[src/rtl/alu_rs.sv]
// Reservation station in front of the ALU: buffers dispatched ops, captures
// operands from the ALU/LSB result buses and issues the lowest ready entry.
module alu_rs #(
    parameter int unsigned RS_SIZE    = 8,
    parameter int unsigned RS_BIT     = 3,
    parameter int unsigned REG_BIT    = 5,
    parameter int unsigned DATA_WIDTH = 32
) (
    input  logic                  clk,
    input  logic                  rst,
    input  logic                  en,
    input  logic                  clr,
    input  logic                  disp_en,
    input  logic [2:0]            disp_tp,
    input  logic [5:0]            disp_op,
    input  logic [DATA_WIDTH-1:0] disp_vj,
    input  logic [REG_BIT-1:0]    disp_qj,
    input  logic                  disp_rj,
    input  logic [DATA_WIDTH-1:0] disp_vk,
    input  logic [REG_BIT-1:0]    disp_qk,
    input  logic                  disp_rk,
    input  logic [REG_BIT-1:0]    disp_rd,
    output logic                  full,
    input  logic                  cdb_alu_en,
    input  logic [REG_BIT-1:0]    cdb_alu_rd,
    input  logic [DATA_WIDTH-1:0] cdb_alu_data,
    input  logic                  cdb_lsb_en,
    input  logic [REG_BIT-1:0]    cdb_lsb_rd,
    input  logic [DATA_WIDTH-1:0] cdb_lsb_data,
    input  logic                  alu_rdy,
    output logic                  alu_en,
    output logic [2:0]            alu_tp,
    output logic [5:0]            alu_op,
    output logic [DATA_WIDTH-1:0] alu_lhs,
    output logic [DATA_WIDTH-1:0] alu_rhs,
    output logic [REG_BIT-1:0]    alu_rd
);

    logic [RS_SIZE-1:0]    busy;
    logic [RS_SIZE-1:0]    ent_rj;
    logic [RS_SIZE-1:0]    ent_rk;
    logic [2:0]            ent_tp [RS_SIZE];
    logic [5:0]            ent_op [RS_SIZE];
    logic [DATA_WIDTH-1:0] ent_vj [RS_SIZE];
    logic [DATA_WIDTH-1:0] ent_vk [RS_SIZE];
    logic [REG_BIT-1:0]    ent_qj [RS_SIZE];
    logic [REG_BIT-1:0]    ent_qk [RS_SIZE];
    logic [REG_BIT-1:0]    ent_rd [RS_SIZE];

    logic [RS_BIT-1:0]     free_idx;
    logic [RS_BIT-1:0]     iss_idx;
    logic                  iss_found;
    logic                  iss_fire;
    logic                  disp_fire;
    logic                  dj_rdy;
    logic                  dk_rdy;
    logic [DATA_WIDTH-1:0] dj_val;
    logic [DATA_WIDTH-1:0] dk_val;

    assign full      = &busy;
    assign iss_fire  = alu_rdy && iss_found;
    assign disp_fire = disp_en && !full;

    // Lowest free slot for allocation and lowest fully-ready slot for issue.
    always_comb begin
        logic free_found;
        free_found = 1'b0;
        free_idx   = '0;
        iss_found  = 1'b0;
        iss_idx    = '0;
        for (int i = 0; i < int'(RS_SIZE); i++) begin
            if (!busy[i] && !free_found) begin
                free_found = 1'b1;
                free_idx   = RS_BIT'(i);
            end
            if (busy[i] && ent_rj[i] && ent_rk[i] && !iss_found) begin
                iss_found = 1'b1;
                iss_idx   = RS_BIT'(i);
            end
        end
    end

    // Operands of the incoming op may be satisfied by a broadcast in the same cycle.
    always_comb begin
        dj_rdy = disp_rj;
        dj_val = disp_vj;
        dk_rdy = disp_rk;
        dk_val = disp_vk;
        if (!disp_rj) begin
            if (cdb_alu_en && disp_qj == cdb_alu_rd) begin
                dj_rdy = 1'b1;
                dj_val = cdb_alu_data;
            end else if (cdb_lsb_en && disp_qj == cdb_lsb_rd) begin
                dj_rdy = 1'b1;
                dj_val = cdb_lsb_data;
            end
        end
        if (!disp_rk) begin
            if (cdb_alu_en && disp_qk == cdb_alu_rd) begin
                dk_rdy = 1'b1;
                dk_val = cdb_alu_data;
            end else if (cdb_lsb_en && disp_qk == cdb_lsb_rd) begin
                dk_rdy = 1'b1;
                dk_val = cdb_lsb_data;
            end
        end
    end

    always_ff @(posedge clk) begin
        if (rst || clr) begin
            busy    <= '0;
            alu_en  <= 1'b0;
            alu_tp  <= '0;
            alu_op  <= '0;
            alu_lhs <= '0;
            alu_rhs <= '0;
            alu_rd  <= '0;
        end else if (en) begin
            alu_en <= iss_fire;
            if (iss_fire) begin
                alu_tp  <= ent_tp[iss_idx];
                alu_op  <= ent_op[iss_idx];
                alu_lhs <= ent_vj[iss_idx];
                alu_rhs <= ent_vk[iss_idx];
                alu_rd  <= ent_rd[iss_idx];
            end
            // Wakeup of waiting operands; ALU bus takes precedence on a tag tie.
            for (int i = 0; i < int'(RS_SIZE); i++) begin
                if (busy[i] && !ent_rj[i]) begin
                    if (cdb_alu_en && ent_qj[i] == cdb_alu_rd) begin
                        ent_vj[i] <= cdb_alu_data;
                        ent_rj[i] <= 1'b1;
                    end else if (cdb_lsb_en && ent_qj[i] == cdb_lsb_rd) begin
                        ent_vj[i] <= cdb_lsb_data;
                        ent_rj[i] <= 1'b1;
                    end
                end
                if (busy[i] && !ent_rk[i]) begin
                    if (cdb_alu_en && ent_qk[i] == cdb_alu_rd) begin
                        ent_vk[i] <= cdb_alu_data;
                        ent_rk[i] <= 1'b1;
                    end else if (cdb_lsb_en && ent_qk[i] == cdb_lsb_rd) begin
                        ent_vk[i] <= cdb_lsb_data;
                        ent_rk[i] <= 1'b1;
                    end
                end
            end
            if (iss_fire) begin
                busy[iss_idx] <= 1'b0;
            end
            if (disp_fire) begin
                busy[free_idx]   <= 1'b1;
                ent_tp[free_idx] <= disp_tp;
                ent_op[free_idx] <= disp_op;
                ent_vj[free_idx] <= dj_val;
                ent_qj[free_idx] <= disp_qj;
                ent_rj[free_idx] <= dj_rdy;
                ent_vk[free_idx] <= dk_val;
                ent_qk[free_idx] <= disp_qk;
                ent_rk[free_idx] <= dk_rdy;
                ent_rd[free_idx] <= disp_rd;
            end
        end else begin
            alu_en <= 1'b0;
        end
    end

endmodule

[config.mk]
export PLATFORM = sky130hd
export DESIGN_NAME = alu_rs
export DESIGN_NICKNAME = d
export VERILOG_FILES = /design/src/rtl/alu_rs.sv
export SDC_FILE = /design/constraint.sdc
export NUM_CORES = 1
export LEC_CHECK = 0
export BUFFER_PORTS_ARGS = -buffer_cell sky130_fd_sc_hd__buf_2
export CAP_MARGIN = 10
export CORE_AREA = 3 3 402 404
export CTS_CLUSTER_DIAMETER = 40
export DETAILED_ROUTE_END_ITERATION = 6
export DIE_AREA = 0 0 405 407
export PLACE_DENSITY = 0.52
export SKIP_LAST_GASP = 1
export SLEW_MARGIN = 20
export SYNTH_ARGS = -nofsm -noshare
export SYNTH_HDL_FRONTEND = slang
export SYNTH_SLANG_ARGS = --single-unit
export TNS_END_PERCENT = 30
[constraint.sdc]
create_clock -name clk -period 6.51 [get_ports clk]
set_input_delay 0.3255 -clock clk [delete_from_list [all_inputs] [get_ports clk]]
set_output_delay 0.3255 -clock clk [all_outputs]
set_load 0.02 [all_outputs]
==> key figures <==
Status
  • Status: completed

Clock tree
  • CTS Buf Count: 121
  • Postcts setup bufs: 0
  • H-tree depth: 3
  • CTS Sinks: 807
  • Longest Clk Path Bufs: 3
  • Clock slew seen by the registers of the worst setup and hold paths: 0.06 ns
  • Post-CTS sizing: 0
  • Worst-Skew Late Latency: 0.74 ns
  • CTS Root Cell: clkbuf_16
  • CTS tree: done

Finish
  • P&R area growth vs syn: 15.09%
  • Fillers: 15,650
  • Layout cell share with drive strength beyond 1: 23.94%
  • Final #Nets: 3,961
  • Final core utilization: 34.42%

Critical path
  • Worst R2R Path Depth: 7
  • Worst-path maximum fanout: 36
  • CP cell instances: nor2b_1 -> o21ai_1 -> a21oi_1 -> nand2b_1 -> or2_4 -> buf_4 -> mux2i_1
  • Critical path class: reg -> reg
  • Crit path max-delay cell type: or2_4
  • Terminus of the critical flop-to-flop path: ent_vj[4][9]
  • CP startpoint: busy[4]
  • Setup crit end: ent_vj[4][9]
  • Max stage delay on crit path: 0.86 ns
  • R2R Setup Slk: 2.55 ns
  • CP endpoint kind: flip-flop
  • Startpoint class of the critical path: flip-flop
  • Required time worst endpoint: 6.95 ns
  • Critical Path AT: 4.40 ns
  • R2r startpoint: busy[4]

Pwr
  • Leak Pwr: 25.85 nW
  • Pwr Density: 243.6 nW/um2
  • Switch Pwr: 0.003205 W
  • Total power: 0.01326 W
  • Gate power share: 6.2%
  • Power share of the clock group: 51.1%
  • VDD IR max: 0.1983 mV
  • Int Power: 0.01006 W
  • Seq pwr share: 42.7%
  • Sw Ratio: 24.17%

GRT
  • Vias in the first global route: 32,740
  • First-pass GRT wire length: 250,600 um
  • Overall Global Routing Usage: 21.16%
  • Initial antenna violation count: 26
  • Largest net degree at the start of global routing: 135
  • Total grt overflow: 0

Yosys
  • Register bit total from synthesis: 807
  • Syn nets: 3,921
  • Post-synthesis cell count: 3,749
  • Seq/Total Area, Yosys: 49.37%
  • Mean Syn Cell Area: 12.62 um2
  • Synth area leaders: edfxtp_1 (46%), mux2i_1 (23%), dfxtp_1 (3.7%)
  • Asr flop ratio synth: 0%
  • Most frequent cell after synthesis: mux2i_1
  • Area share of the largest cell type after synthesis: 45.69%
  • Ys Warns: 0
  • Post-synth EDFFs: 720
  • Count of cell types in the netlist: 62
  • Top_reg_cell synth: edfxtp_1
  • Cell taking the most area after synthesis: edfxtp_1
  • Syn Std Cell Area: 47,320 um2
  • Most frequent cells after synthesis: mux2i_1 (1,107), edfxtp_1 (720), nand2_1 (268)

Route
  • TritonRoute pass-1 iters: 6
  • Detail Route Antenna Nets: 0
  • Wirelength per Cell: 29.89 um
  • 1st-iter DRT viols: 2,787
  • Drt drc: 0
  • Routed vias: 32,390
  • DRT Wirelength: 178,800 um
  • Vias per Instance: 5.413

Place
  • Final Wtd Congestion: 0.8151
  • DP HPWL: 104,600 um
  • Setup Slack @ Placement: 2.242 ns
  • IO buf count: 251

STA
  • FMAX: 0.2523 GHz
  • Period minus WS final: 3.963 ns
  • Final period util: 60.88%
  • Max-slew violation count: 0
  • Setup tns final: 0 ns
  • Worst Skew: 0.02267 ns
  • RSZ-0062 raised after global routing: false
  • Final setup fails: 0
  • Worst-Margin Slew: 1.236 ns
  • Slew HR: 17.58%
  • Final Worst Setup Slack: 2.547 ns
  • Hold Vio Cnt, Final: 0

Floorplanning
  • Core Area: 158,200 um2
  • Top Ports: 252
  • Num rows: 146
  • Initial core utilization: 29.91%
  • Chip height: 407 um
  • Die width: 405 um
  • Full die area: 164,800 um2

Min path
  • Worst Hold Class: in -> reg
  • Min-Delay Startpoint: disp_vk[25]

Job
  • Max_cap viols: 0
[power by group through the flow]
stage	Clock, W	Combinational, W	Sequential (W)
after CTS	0.00688	0.000814	0.00566
after global placement	0	0.000787	0.00577
after global routing	0.00710	0.000882	0.00566
after floorplan	0	0.000509	0.00577
final	0.00678	0.000823	0.00566
after detailed placement	0	0.000796	0.00577
[stage by stage]
step / area [um2] / hold slack (ns) / std cells
floorplan: 47320 / 0.4244 / 3749
global placement: 49980 / 0.5407 / 5714
detailed placement: 49980 / 0.5393 / 5714
CTS: 54420 / 0.07965 / 5969
global route: 54440 / 0.1261 / 5976
finish: 54460 / 0.1269 / 5984
[worst min path at each step]
| stage | to | slack (ns) | depth (start not counted) |
|---|---|---|---|
| 2_1_floorplan | ent_op[0][0] | 0.42 | 0 |
| 3_3_place_gp | alu_rhs[14] | 0.54 | 2 |
| 3_5_place_dp | alu_lhs[9] | 0.54 | 2 |
| 4_1_cts | ent_vk[0][25] | 0.08 | 3 |
| 5_1_grt | ent_vj[7][16] | 0.13 | 3 |
| 6_report | ent_vk[1][25] | 0.13 | 3 |
[critical path: cells and delay by family (launching register included)]
family | cells | cell delay (ns)
mux | 1 | 0.20
flops | 1 | 0.57
buf+inv | 1 | 0.82
compound gates | 2 | 0.52
simple gates | 3 | 1.48
[cell usage in the layout, fill, tap and decap left out, types with 18 or more instances in the layout]
cell / instances
edfxtp_1: 720
mux2_4: 70
nor2_1: 19
mux2i_1: 1107
dlygate4sd3_1: 24
a221oi_2: 72
nor3_1: 66
nand3_1: 43
a21oi_1: 24
mux2_1: 27
mux2_2: 137
o22ai_2: 60
inv_1: 42
dfxtp_1: 87
nor4_1: 34
o21ai_0: 87
buf_4: 70
clkbuf_16: 121
clkinv_2: 18
nand2_1: 264
xor2_1: 136
buf_2: 251
a31oi_1: 146
xnor2_1: 44
[layer usage]
layer,up-vias,GRT usage [%],wire [um]
li1,14218,-,-
met1,16651,27.61,76380
met2,1156,34.52,83420
met3,357,3.762,11540
met4,8,8.881,7444
met5,-,0,55
[registers in the layout (all words and copies together), names as in the netlist, 24 cells and up]
name,count
ent_rd,40
ent_qk,40
alu_lhs,32
ent_vj,256
alu_rhs,32
ent_vk,256
ent_qj,40
ent_tp,24
ent_op,48
[repair_timing]
item | CTS | global route
hold endpoints to repair | 192 | 0
endpoints found under the setup margin | 0 | 0
hold buffers | 24 | 0
[layout make-up]
class / count / area (um2) / share of cell area (%)
tap: 2072 / 2592 / 4.761
clock inverter: 95 / 1064 / 1.953
antenna: 15 / 37.54 / 0.06893
clock buffer: 136 / 3134 / 5.756
timing repair buffer: 350 / 2122 / 3.897
sequential: 807 / 23360 / 42.90
inverter: 44 / 165.2 / 0.3033
multi-input combinational: 2465 / 21980 / 40.36
[cell families after synthesis]
kind of cell              Yosys count  synth area share [%]
muxes                            1341                 29.54
DFF                               807                 49.37
and+or+nand+nor                   513                 5.143
buffers and inverters             477                 4.931
AOI/OAI and AO/OA                 431                 7.679
xor gates and xnor gates          180                 3.332
(Power assumes the default switching activity.)
